`src/rtl/md_iter.sv`:
```
// Iterative HI/LO multiply-divide unit: multi-cycle multiply plus
// restoring radix-2 divide with sign fixup, MTHI/MTLO writes and flush.
module md_iter #(
  parameter int WIDTH   = 32,
  parameter int MUL_LAT = 4
) (
  input  logic             clk,
  input  logic             rst,
  input  logic             start,
  input  logic [2:0]       op,
  input  logic [WIDTH-1:0] a,
  input  logic [WIDTH-1:0] b,
  input  logic             flush,
  output logic             busy,
  output logic             done,
  output logic [WIDTH-1:0] hi,
  output logic [WIDTH-1:0] lo
);

  localparam int CW = $clog2(WIDTH + 2);
  localparam logic [CW-1:0] MUL_LAST = CW'(MUL_LAT - 1);
  localparam logic [CW-1:0] DIV_LAST = CW'(WIDTH + 1);

  localparam logic [2:0] OP_MULT  = 3'd0;
  localparam logic [2:0] OP_MULTU = 3'd1;
  localparam logic [2:0] OP_DIV   = 3'd2;
  localparam logic [2:0] OP_DIVU  = 3'd3;
  localparam logic [2:0] OP_MTHI  = 3'd4;
  localparam logic [2:0] OP_MTLO  = 3'd5;

  typedef enum logic [1:0] {IDLE, MUL, DIV} state_t;

  state_t           state;
  logic [CW-1:0]    cnt;
  logic [WIDTH-1:0] opa;
  logic [WIDTH-1:0] opb;
  logic             sgn;
  logic [WIDTH-1:0] quo;
  logic [WIDTH-1:0] rem;
  logic             neg_q;
  logic             neg_r;

  logic [2*WIDTH-1:0] ma;
  logic [2*WIDTH-1:0] mb;
  logic [2*WIDTH-1:0] prod;
  logic [WIDTH:0]     shifted;
  logic [WIDTH:0]     diff;
  logic               a_neg;
  logic               b_neg;
  logic [WIDTH-1:0]   abs_a;
  logic [WIDTH-1:0]   abs_b;
  logic [WIDTH-1:0]   q_fix;
  logic [WIDTH-1:0]   r_fix;

  // Sign-extending both operands lets one 2W-bit multiply serve both forms.
  always_comb begin
    ma      = {{WIDTH{sgn & opa[WIDTH-1]}}, opa};
    mb      = {{WIDTH{sgn & opb[WIDTH-1]}}, opb};
    prod    = ma * mb;
    shifted = {rem, quo[WIDTH-1]};
    diff    = shifted - {1'b0, opb};
    a_neg   = sgn & opa[WIDTH-1];
    b_neg   = sgn & opb[WIDTH-1];
    abs_a   = a_neg ? -opa : opa;
    abs_b   = b_neg ? -opb : opb;
    q_fix   = neg_q ? -quo : quo;
    r_fix   = neg_r ? -rem : rem;
  end

  always_ff @(posedge clk) begin
    if (rst) begin
      state <= IDLE;
      busy  <= 1'b0;
      done  <= 1'b0;
      hi    <= '0;
      lo    <= '0;
      cnt   <= '0;
      opa   <= '0;
      opb   <= '0;
      sgn   <= 1'b0;
      quo   <= '0;
      rem   <= '0;
      neg_q <= 1'b0;
      neg_r <= 1'b0;
    end else begin
      done <= 1'b0;
      unique case (state)
        IDLE: begin
          if (start && !flush) begin
            case (op)
              OP_MULT, OP_MULTU: begin
                opa   <= a;
                opb   <= b;
                sgn   <= (op == OP_MULT);
                cnt   <= '0;
                state <= MUL;
                busy  <= 1'b1;
              end
              OP_DIV, OP_DIVU: begin
                opa   <= a;
                opb   <= b;
                sgn   <= (op == OP_DIV);
                cnt   <= '0;
                state <= DIV;
                busy  <= 1'b1;
              end
              OP_MTHI: hi <= a;
              OP_MTLO: lo <= a;
              default: ;
            endcase
          end
        end
        MUL: begin
          if (flush) begin
            state <= IDLE;
            busy  <= 1'b0;
          end else if (cnt == MUL_LAST) begin
            {hi, lo} <= prod;
            done     <= 1'b1;
            state    <= IDLE;
            busy     <= 1'b0;
          end else begin
            cnt <= cnt + 1'b1;
          end
        end
        DIV: begin
          if (flush) begin
            state <= IDLE;
            busy  <= 1'b0;
          end else if (cnt == '0) begin
            quo   <= abs_a;
            opb   <= abs_b;
            rem   <= '0;
            neg_q <= a_neg ^ b_neg;
            neg_r <= a_neg;
            cnt   <= cnt + 1'b1;
          end else if (cnt == DIV_LAST) begin
            // opb holds |b|, so zero here means the original divisor was zero
            if (opb == '0) begin
              lo <= '1;
              hi <= opa;
            end else begin
              lo <= q_fix;
              hi <= r_fix;
            end
            done  <= 1'b1;
            state <= IDLE;
            busy  <= 1'b0;
          end else begin
            if (!diff[WIDTH]) begin
              rem <= diff[WIDTH-1:0];
              quo <= {quo[WIDTH-2:0], 1'b1};
            end else begin
              rem <= shifted[WIDTH-1:0];
              quo <= {quo[WIDTH-2:0], 1'b0};
            end
            cnt <= cnt + 1'b1;
          end
        end
        default: begin
          state <= IDLE;
          busy  <= 1'b0;
        end
      endcase
    end
  end

endmodule

```
`config.mk`:
```
export PLATFORM = sky130hd
export DESIGN_NAME = md_iter
export DESIGN_NICKNAME = d
export VERILOG_FILES = /design/src/rtl/md_iter.sv
export SDC_FILE = /design/constraint.sdc
export NUM_CORES = 2
export LEC_CHECK = 0
export ABC_AREA = 1
export ABC_CLOCK_PERIOD_IN_PS = 8900
export BUFFER_PORTS_ARGS = -buffer_cell sky130_fd_sc_hd__buf_2
export CAP_MARGIN = 25
export CORE_MARGIN = 2
export CORE_UTILIZATION = 60
export CTS_CLUSTER_SIZE = 14
export DETAILED_ROUTE_END_ITERATION = 7
export GPL_ROUTABILITY_DRIVEN = 0
export PLACE_DENSITY = 0.83
export SETUP_SLACK_MARGIN = 0.2
export SYNTH_ARGS = -nofsm -noshare
export SYNTH_HDL_FRONTEND = slang
export SYNTH_SLANG_ARGS = --single-unit
```
`constraint.sdc`:
```
create_clock -name clk -period 8.9 [get_ports clk]
set_input_delay 0.89 -clock clk [delete_from_list [all_inputs] [get_ports clk]]
set_output_delay 0.89 -clock clk [all_outputs]
set_load 0.01 [all_outputs]
```
==> out/qor.csv <==
metric,value,unit
"Distinct cells, synth",54,
grt ovf,0,
# Post-CTS Setup Buffers,0,
Routed Wire Length,180000,um
routed via count,52000,
root buf cell,clkbuf_16,
die height,308,um
post-DR wirelength/cell,20.3,um
DR iter-0 viols,6618,
Die ar.,95000,sq um
Sequential Power Share,0.185,
type of element capturing the critical path,flop,
H-tree Lvls,1,
layout cell share with drive strength beyond 1,0.0447,
hold crit path type,reg2reg,
kind of start point of the critical path,flop,
ranking of synthesized cells by area,"fa_1 41%, nand2_1 14%, inv_1 13%",
status,completed,
first drt pass iteration count,8,
all-layer global routing usage,0.388,
largest net degree at the start of global routing,108,
Psw,3380,uW
"Top FF cell, synth",dfxtp_1,
fin crit share,0.970,
sw frac,0.547,
HPWL Detailed,147000,um
first-pass GRT wire length,286000,um
Yosys reg bits,205,
drt drc,0,
max-cap violations,0,
synthesized area,55500,sq um
total core area,91700,sq um
endpoints failing hold,0,
TritonCTS Buffers,25,
Synth top area share,0.406,
CP Data Arrival Time,9110,ps
Buffers on Ports,136,
Post-Syn Nets,9211,
nets,9105,
Max VDD drop,0.151,mV
hold_buf cts,0,
most frequent cell after synthesis,nand2_1,
Slew headroom,0.210,
CP max-delay cell,dfxtp_1,
number of enable flip-flop cells after synthesis,0,
antenna violations before repair,10,
initial core utilization,0.606,
internal power,2800,uW
Area growth syn-to-layout,4.49,%
most frequent CP cell,fa_1,
Peak Freq,0.116,GHz
final setup vio count,0,
kind of critical path,reg2reg,
"Clk pin slew, worst setup/hold paths",60,ps
Worst-Margin Slew,1170,ps
combinational share of power,0.647,
power per cell area,106,nW/um^2
worst-case clock buffer depth,3,
max-slew violations,0,
Syn. warnings,0,
Mean Syn Cell Area,7.16,sq um
Synth top cells by count,"2,130 x nand2_1, 1,931 x inv_1, 1,126 x fa_1",
Die Span X,308,um
clock sink count,205,
Hold WS,467,ps
post-synthesis sequential area ratio,0.0739,
unrepaired setup endpoints after global routing,no,
routed vias/inst,5.87,
Clk pwr share,0.167,
vias in the first global route,53700,
critical path peak fanout,20,
"FFs w/ async S/R, synth",0,
num ports,137,
setup TNS,0,ps
post-synth top area cell,fa_1,
clk_lat worst skew,590,ps
Routed Antenna Nets,0,
TritonCTS clock tree,done,
row count,111,
Leakage,0.0323,uW
skew final,35.8,ps
max incr delay on CP,1030,ps
post-layout min period,8640,ps
Post-Synthesis Cells,7760,
data required time at the worst endpoint,9370,ps
-- registers in the layout, summed over array words and instances (netlist names) --
register,flops
busy,1
cnt,6
done,1
hi,32
lo,32
neg_q,1
neg_r,1
opa,32
opb,32
quo,32
rem,32
sgn,1
state,2
-- metrics by stage --
step / setup slack, ps / total power [uW] / std cells / area [sq um] / util
after floorplan: 1150 / 3660 / 7760 / 55500 / -
after global placement: 732 / 4840 / 8804 / 57000 / 0.622
after detailed placement: 617 / 4930 / 8807 / 57100 / 0.623
after CTS: 602 / 5980 / 8848 / 57800 / 0.631
after global routing: 222 / 6500 / 8854 / 58000 / 0.633
final: 263 / 6180 / 8859 / 58000 / 0.633
-- timing repair --
item                       in CTS  in global routing
setup endpoints to repair       0                 10
hold endpoints to repair        0                  0
gates resized for setup         0                  3
-- cell families after synthesis --
family	share of synthesized area
flops	0.0739
buf+inv	0.159
simple gates	0.216
fa+ha+maj	0.463
xor+xnor	0.0136
compound gates	0.0746
-- area by class of cell --
cell class,count,area (sq um)
clock buffers,31,678
repair buffers,249,1720
fillers,7682,33600
diodes,5,12.5
clock inverters,10,100
inverters,1946,7310
well taps,1186,1480
flip-flops and latches,205,4110
multi-input cells,5227,42600
-- routing by layer --
| layer | GRT usage | share of wire | up-vias |
|---|---|---|---|
| li1 | - | - | 22400 |
| met1 | 0.465 | 0.34 | 24900 |
| met2 | 0.607 | 0.44 | 3679 |
| met3 | 0.117 | 0.14 | 985 |
| met4 | 0.257 | 0.082 | 12 |
| met5 | 0 | 0.00044 | - |
-- worst paths after layout --
| kind | start | to | slack [ps] | depth (start not counted) |
|---|---|---|---|---|
| max | opa[20]$_SDFFE_PP0P_ | hi[7]$_SDFFE_PP0P_ | 260 | 25 |
| min | busy$_SDFFE_PP0P_ | busy$_SDFFE_PP0P_ | 470 | 2 |
| max reg2reg | opa[20]$_SDFFE_PP0P_ | hi[7]$_SDFFE_PP0P_ | 260 | 25 |
| min reg2reg | busy$_SDFFE_PP0P_ | busy$_SDFFE_PP0P_ | 470 | 2 |
-- power groups by stage --
stage,combinational [uW],sequential [uW],clock (uW)
finish,4000,1150,1030
global route,4300,1140,1050
CTS,3830,1130,1020
detailed placement,3780,1150,0
global placement,3690,1150,0
floorplan,2580,1080,0
-- critical path: cells and delay by family, from the launching register on --
family	cells	cell delay (ps)
buffers and inverters	5	760
AND/OR/NAND/NOR	8	1700
AO/OA/AOI/OAI	3	450
adder cells (fa/ha/maj)	9	4550
flip-flops	1	1030
-- placed cells by master (no fill, tap or decap), drive strengths merged, types with 7 or more instances in the layout --
cell	count
nand2	2133
inv	1941
fa	1126
nor2	451
a21oi	374
o21ai	306
nand3	261
ha	254
buf	249
dfxtp	205
xor2	65
nand4	47
nor3	44
o211ai	36
clkbuf	31
xnor2	21
o21bai	17
nand3b	17
or2	15
clkinv	13
nor4	8
o31ai	7
(Power assumes the default switching activity.)
